**src/rtl/vga_controller.sv**
```systemverilog
// 640x480@60 Hz VGA timing generator: divides the system clock down to a pixel
// enable and scans an 800x525 raster, producing syncs, blanking, coordinates and strobes.
module vga_controller #(
    parameter int unsigned CLK_DIV     = 4,
    parameter int unsigned H_DISPLAY   = 640,
    parameter int unsigned H_FRONT     = 16,
    parameter int unsigned H_SYNC      = 96,
    parameter int unsigned H_BACK      = 48,
    parameter int unsigned V_DISPLAY   = 480,
    parameter int unsigned V_FRONT     = 10,
    parameter int unsigned V_SYNC      = 2,
    parameter int unsigned V_BACK      = 33,
    parameter logic        SYNC_ACTIVE = 1'b0
) (
    input  logic       clk_100MHz,
    input  logic       reset,
    output logic       hsync,
    output logic       vsync,
    output logic       video_on,
    output logic       p_tick,
    output logic       f_tick,
    output logic [9:0] x,
    output logic [9:0] y
);

    localparam int unsigned H_TOTAL = H_DISPLAY + H_FRONT + H_SYNC + H_BACK;
    localparam int unsigned V_TOTAL = V_DISPLAY + V_FRONT + V_SYNC + V_BACK;
    localparam int unsigned DIV_W   = (CLK_DIV > 1) ? $clog2(CLK_DIV) : 1;

    localparam logic [DIV_W-1:0] DIV_LAST = DIV_W'(CLK_DIV - 1);
    localparam logic [9:0] H_LAST   = 10'(H_TOTAL - 1);
    localparam logic [9:0] V_LAST   = 10'(V_TOTAL - 1);
    localparam logic [9:0] HS_FIRST = 10'(H_DISPLAY + H_FRONT);
    localparam logic [9:0] HS_LAST  = 10'(H_DISPLAY + H_FRONT + H_SYNC - 1);
    localparam logic [9:0] VS_FIRST = 10'(V_DISPLAY + V_FRONT);
    localparam logic [9:0] VS_LAST  = 10'(V_DISPLAY + V_FRONT + V_SYNC - 1);
    localparam logic [9:0] H_VIS    = 10'(H_DISPLAY);
    localparam logic [9:0] V_VIS    = 10'(V_DISPLAY);

    logic [DIV_W-1:0] div_q, div_d;
    logic [9:0]       h_q, h_d, v_q, v_d;
    logic             hsync_q, hsync_d, vsync_q, vsync_d;
    logic             ptick_q, ptick_d, ftick_q, ftick_d;
    logic             tick, h_wrap, v_wrap;

    always_comb begin
        tick    = (div_q == DIV_LAST);
        h_wrap  = (h_q == H_LAST);
        v_wrap  = (v_q == V_LAST);
        div_d   = tick ? '0 : div_q + 1'b1;
        h_d     = h_q;
        v_d     = v_q;
        if (tick) begin
            h_d = h_wrap ? '0 : h_q + 1'b1;
            if (h_wrap) begin
                v_d = v_wrap ? '0 : v_q + 1'b1;
            end
        end
        // Syncs decode the next counter values so they register in step with x/y.
        hsync_d = ((h_d >= HS_FIRST) && (h_d <= HS_LAST)) ? SYNC_ACTIVE : ~SYNC_ACTIVE;
        vsync_d = ((v_d >= VS_FIRST) && (v_d <= VS_LAST)) ? SYNC_ACTIVE : ~SYNC_ACTIVE;
        ptick_d = tick;
        ftick_d = tick && h_wrap && v_wrap;
    end

    always_ff @(posedge clk_100MHz or posedge reset) begin
        if (reset) begin
            div_q   <= '0;
            h_q     <= '0;
            v_q     <= '0;
            hsync_q <= ~SYNC_ACTIVE;
            vsync_q <= ~SYNC_ACTIVE;
            ptick_q <= 1'b0;
            ftick_q <= 1'b0;
        end else begin
            div_q   <= div_d;
            h_q     <= h_d;
            v_q     <= v_d;
            hsync_q <= hsync_d;
            vsync_q <= vsync_d;
            ptick_q <= ptick_d;
            ftick_q <= ftick_d;
        end
    end

    assign video_on = (h_q < H_VIS) && (v_q < V_VIS) && !reset;
    assign hsync    = hsync_q;
    assign vsync    = vsync_q;
    assign p_tick   = ptick_q;
    assign f_tick   = ftick_q;
    assign x        = h_q;
    assign y        = v_q;

endmodule

```
**config.mk**
```make
export PLATFORM = sky130hd
export DESIGN_NAME = vga_controller
export DESIGN_NICKNAME = d
export VERILOG_FILES = /design/src/rtl/vga_controller.sv
export SDC_FILE = /design/constraint.sdc
export NUM_CORES = 1
export LEC_CHECK = 0
export BUFFER_PORTS_ARGS = -buffer_cell sky130_fd_sc_hd__buf_2
export CAP_MARGIN = 20
export CORE_AREA = 4 4 45 77
export CTS_BUF_LIST = sky130_fd_sc_hd__clkbuf_4 sky130_fd_sc_hd__clkbuf_8
export DETAILED_ROUTE_END_ITERATION = 8
export DIE_AREA = 0 0 49 81
export PLACE_DENSITY = 0.82
export SETUP_SLACK_MARGIN = 0.2
export SYNTH_ARGS = -nofsm -noshare
export SYNTH_HDL_FRONTEND = slang
export SYNTH_SLANG_ARGS = --single-unit
```
**constraint.sdc**
```tcl
create_clock -name clk_100MHz -period 5 [get_ports clk_100MHz]
set_input_delay 1 -clock clk_100MHz [delete_from_list [all_inputs] [get_ports clk_100MHz]]
set_output_delay 1 -clock clk_100MHz [all_outputs]
set_load 0.1 [all_outputs]
```
==> impl_metrics.yaml <==
layout:
  final_cell_count_no_fill: 195
  nFillCells: 256
  diodes: 0
  finalNetCount: 175
  drive_above_1_share_pct: 22.2
  area_growth_pct: 13.6
clock_tree:
  cts.clk_slew.worst_paths_ns: 0.08
  cts_sinks: 26
  cts_buffers: 3
  h-tree-depth: 1
  clk_latency_ns: 0.27
  post_cts_resize_count: 0
  cts_root_buffer: "clkbuf_8"
  hold_buffers: 0
  cts_setup_buffers: 0
  cts_tree: "built"
  clock_path_buffers: 2
place:
  place.gp.congestion: 0.791
  placedCellCount: 192
  io_buffers: 26
  dp_hpwl_um: 2360
global_routing:
  grt_pass1_vias: 1312
  grt.total_usage_pct: 17.7
  overflow: 0
  grt_first_pass_wirelength_um: 5680
  antenna_found_initial: 0
  grt_max_degree: 27
logic_synthesis:
  syn_nets: 147
  netlist_area_mm2: 0.00140
  synth_top_area_cell: "dfrtp_1"
  syn_area_per_cell_um2: 9.89
  seq_area_frac_synth_pct: 46.8
  synthCells: 141
  yosysTopAreaCellShare_pct: 43.0
  ys_warn_count: 0
  synth-seq-cells: 26
  yosysUniqueCellTypes: 41
  ys_top_cells_by_area: "dfrtp_1 43%, xnor2_1 5.0%, o21ai_0 3.9%, dfstp_2 3.8%, ha_1 3.6%"
timing:
  min_period_over_period_pct: 54.0
  maxSlewViolCount: 0
  worstMarginPinSlew_ns: 0.964
  setup_viol: 0
  clock_skew_ns: 0.00248
  setup_tns_ns: 0
  fmax_mhz: 370
  rsz0062_at_grt: "no"
  slew_headroom_pct: 35.6
  layout_min_cycle_time_ns: 2.70
  hold_viol_final: 0
drt:
  drt_iter0_markers: 46
  wl_per_cell_um: 16.2
  firstDrtPassIters: 4
  drc_errors: 0
  via_per_inst: 6.26
  wirelength_um: 3160
  vias: 1221
  ant_nets: 0
floorplanning:
  io_pins: 27
  core.rowCount: 26
  die_h_um: 81
  fp.dieW_um: 49
  core_mm2: 0.00286
  die_area_mm2: 0.00397
  initial_core_util_pct: 48.7
worst_setup_path:
  crit_type: "in -> out"
  arrival_ns: 1.70
  crit_fanout: 2
  endpoint_kind: "output port"
  critPathRequiredTime_ns: 4.00
  start_kind: "primary input"
power_and_ir_drop:
  cellLeakagePower_nw: 0.711
  ir_worst_vdd_mv: 0.181
  p_per_area_mw_per_mm2: 211
outcome:
  outcome: "finished clean"
hold_path:
  min_path_type: "reg -> reg"
flow_run:
  cap_violations: 0
[synth_stat cells]
cell,n
dfrtp_1,24
nor2_1,12
nand2_1,11
o21ai_0,11
nand3_1,8
xnor2_1,8
inv_1,7
nand4_1,5
nor3_1,5
ha_1,4
a31oi_1,3
nand4b_1,3
a211o_1,2
a21oi_1,2
a41oi_1,2
clkbuf_1,2
dfstp_2,2
mux2i_1,2
nor4_1,2
o31a_1,2
or2_2,2
or3_1,2
xor2_1,2
a21boi_0,1
and2_0,1
and2_1,1
and3b_1,1
and4_1,1
buf_2,1
buf_6,1
nand3b_1,1
nor4b_1,1
nor4b_4,1
o2111a_1,1
o2111ai_1,1
o21a_1,1
o221ai_1,1
o22a_2,1
or3_4,1
or3b_1,1
or4_1,1
[area by class of cell]
cell class	instances	area [µm²]	share of cell area, %
clock buffer	3	41.3	2.60
inverter	7	26.3	1.66
multi-input combinational	104	692	43.6
sequential	26	653	41.2
tap	28	35.0	2.21
timing repair buffer	27	138	8.68
[path summary, 6_finish.rpt]
check,startpoint,endpoint,slack (ns),cells after the start
max,reset,video_on,2.30,3
min,div_q[0],div_q[0],0.44,1
max reg2reg,div_q[0],vsync,2.34,6
min reg2reg,div_q[0],div_q[0],0.44,1
max in group asynchronous,reset,y[6],3.47,2
min in group asynchronous,reset,x[9],0.95,2
[flip-flops by register name, summed over array words and instances (netlist names)]
signal,count
y,10
x,10
div_q,2
f_tick,1
hsync,1
p_tick,1
vsync,1
[metrics by stage]
step	util (%)	power [W]	hold slack [ns]	cell area, µm²	worst slack [ns]
2_1_floorplan	-	0.000221	0.403	1400	0.814
6_report	55.4	0.000335	0.438	1590	2.30
3_5_place_dp	53.9	0.000223	0.424	1540	2.29
4_1_cts	55.4	0.000337	0.437	1590	2.29
3_3_place_gp	53.9	0.000223	0.414	1540	2.30
5_1_grt	55.4	0.000348	0.451	1590	2.19
[power by group]
| part | internal (W) | switching [W] |
|---|---|---|
| clock | 0.0000540 | 0.0000625 |
| sequential | 0.000210 | 0 |
| combinational | 0.000000727 | 0.00000738 |
| total | 0.000265 | 0.0000699 |
[layout by cell type (no fill, tap or decap), types with 3 or more instances in the layout]
| cell type | instances |
|---|---|
| dfrtp_1 | 24 |
| a31oi_1 | 3 |
| nor3_1 | 5 |
| clkbuf_8 | 3 |
| nand2_1 | 11 |
| nand3_1 | 8 |
| inv_1 | 7 |
| nor2_1 | 12 |
| buf_2 | 26 |
| o21ai_0 | 11 |
| nand4_1 | 5 |
| nand4b_1 | 3 |
| ha_1 | 4 |
| xnor2_1 | 8 |
[logic make-up (layout without fill, tap and decap cells)]
| family | after synthesis | count (layout) | share of synthesized area (%) |
|---|---|---|---|
| AO/OA/AOI/OAI | 28 | 28 | 13.6 |
| AND/OR/NAND/NOR | 60 | 60 | 24.7 |
| adder cells (fa/ha/maj) | 4 | 4 | 3.59 |
| buffers and inverters | 11 | 37 | 3.59 |
| XOR/XNOR | 10 | 10 | 6.28 |
| multiplexers | 2 | 2 | 1.44 |
| flip-flops | 26 | 26 | 46.8 |
[per-layer routing]
metal	routed length (µm)	share of wire (%)	vias up	GRT usage [%]
met3	126	4.0	15	3.67
met1	1210	38	591	18.0
met4	100	3.2	0	9.16
met5	0	0	-	0
li1	-	-	575	-
met2	1720	54	40	33.2
[worst max-delay path: stages]
cell and delay [ns]:
buf_2 0.10, nor3_1 0.15, buf_2 0.45
No activity file was read; power rests on OpenSTA's default activity.
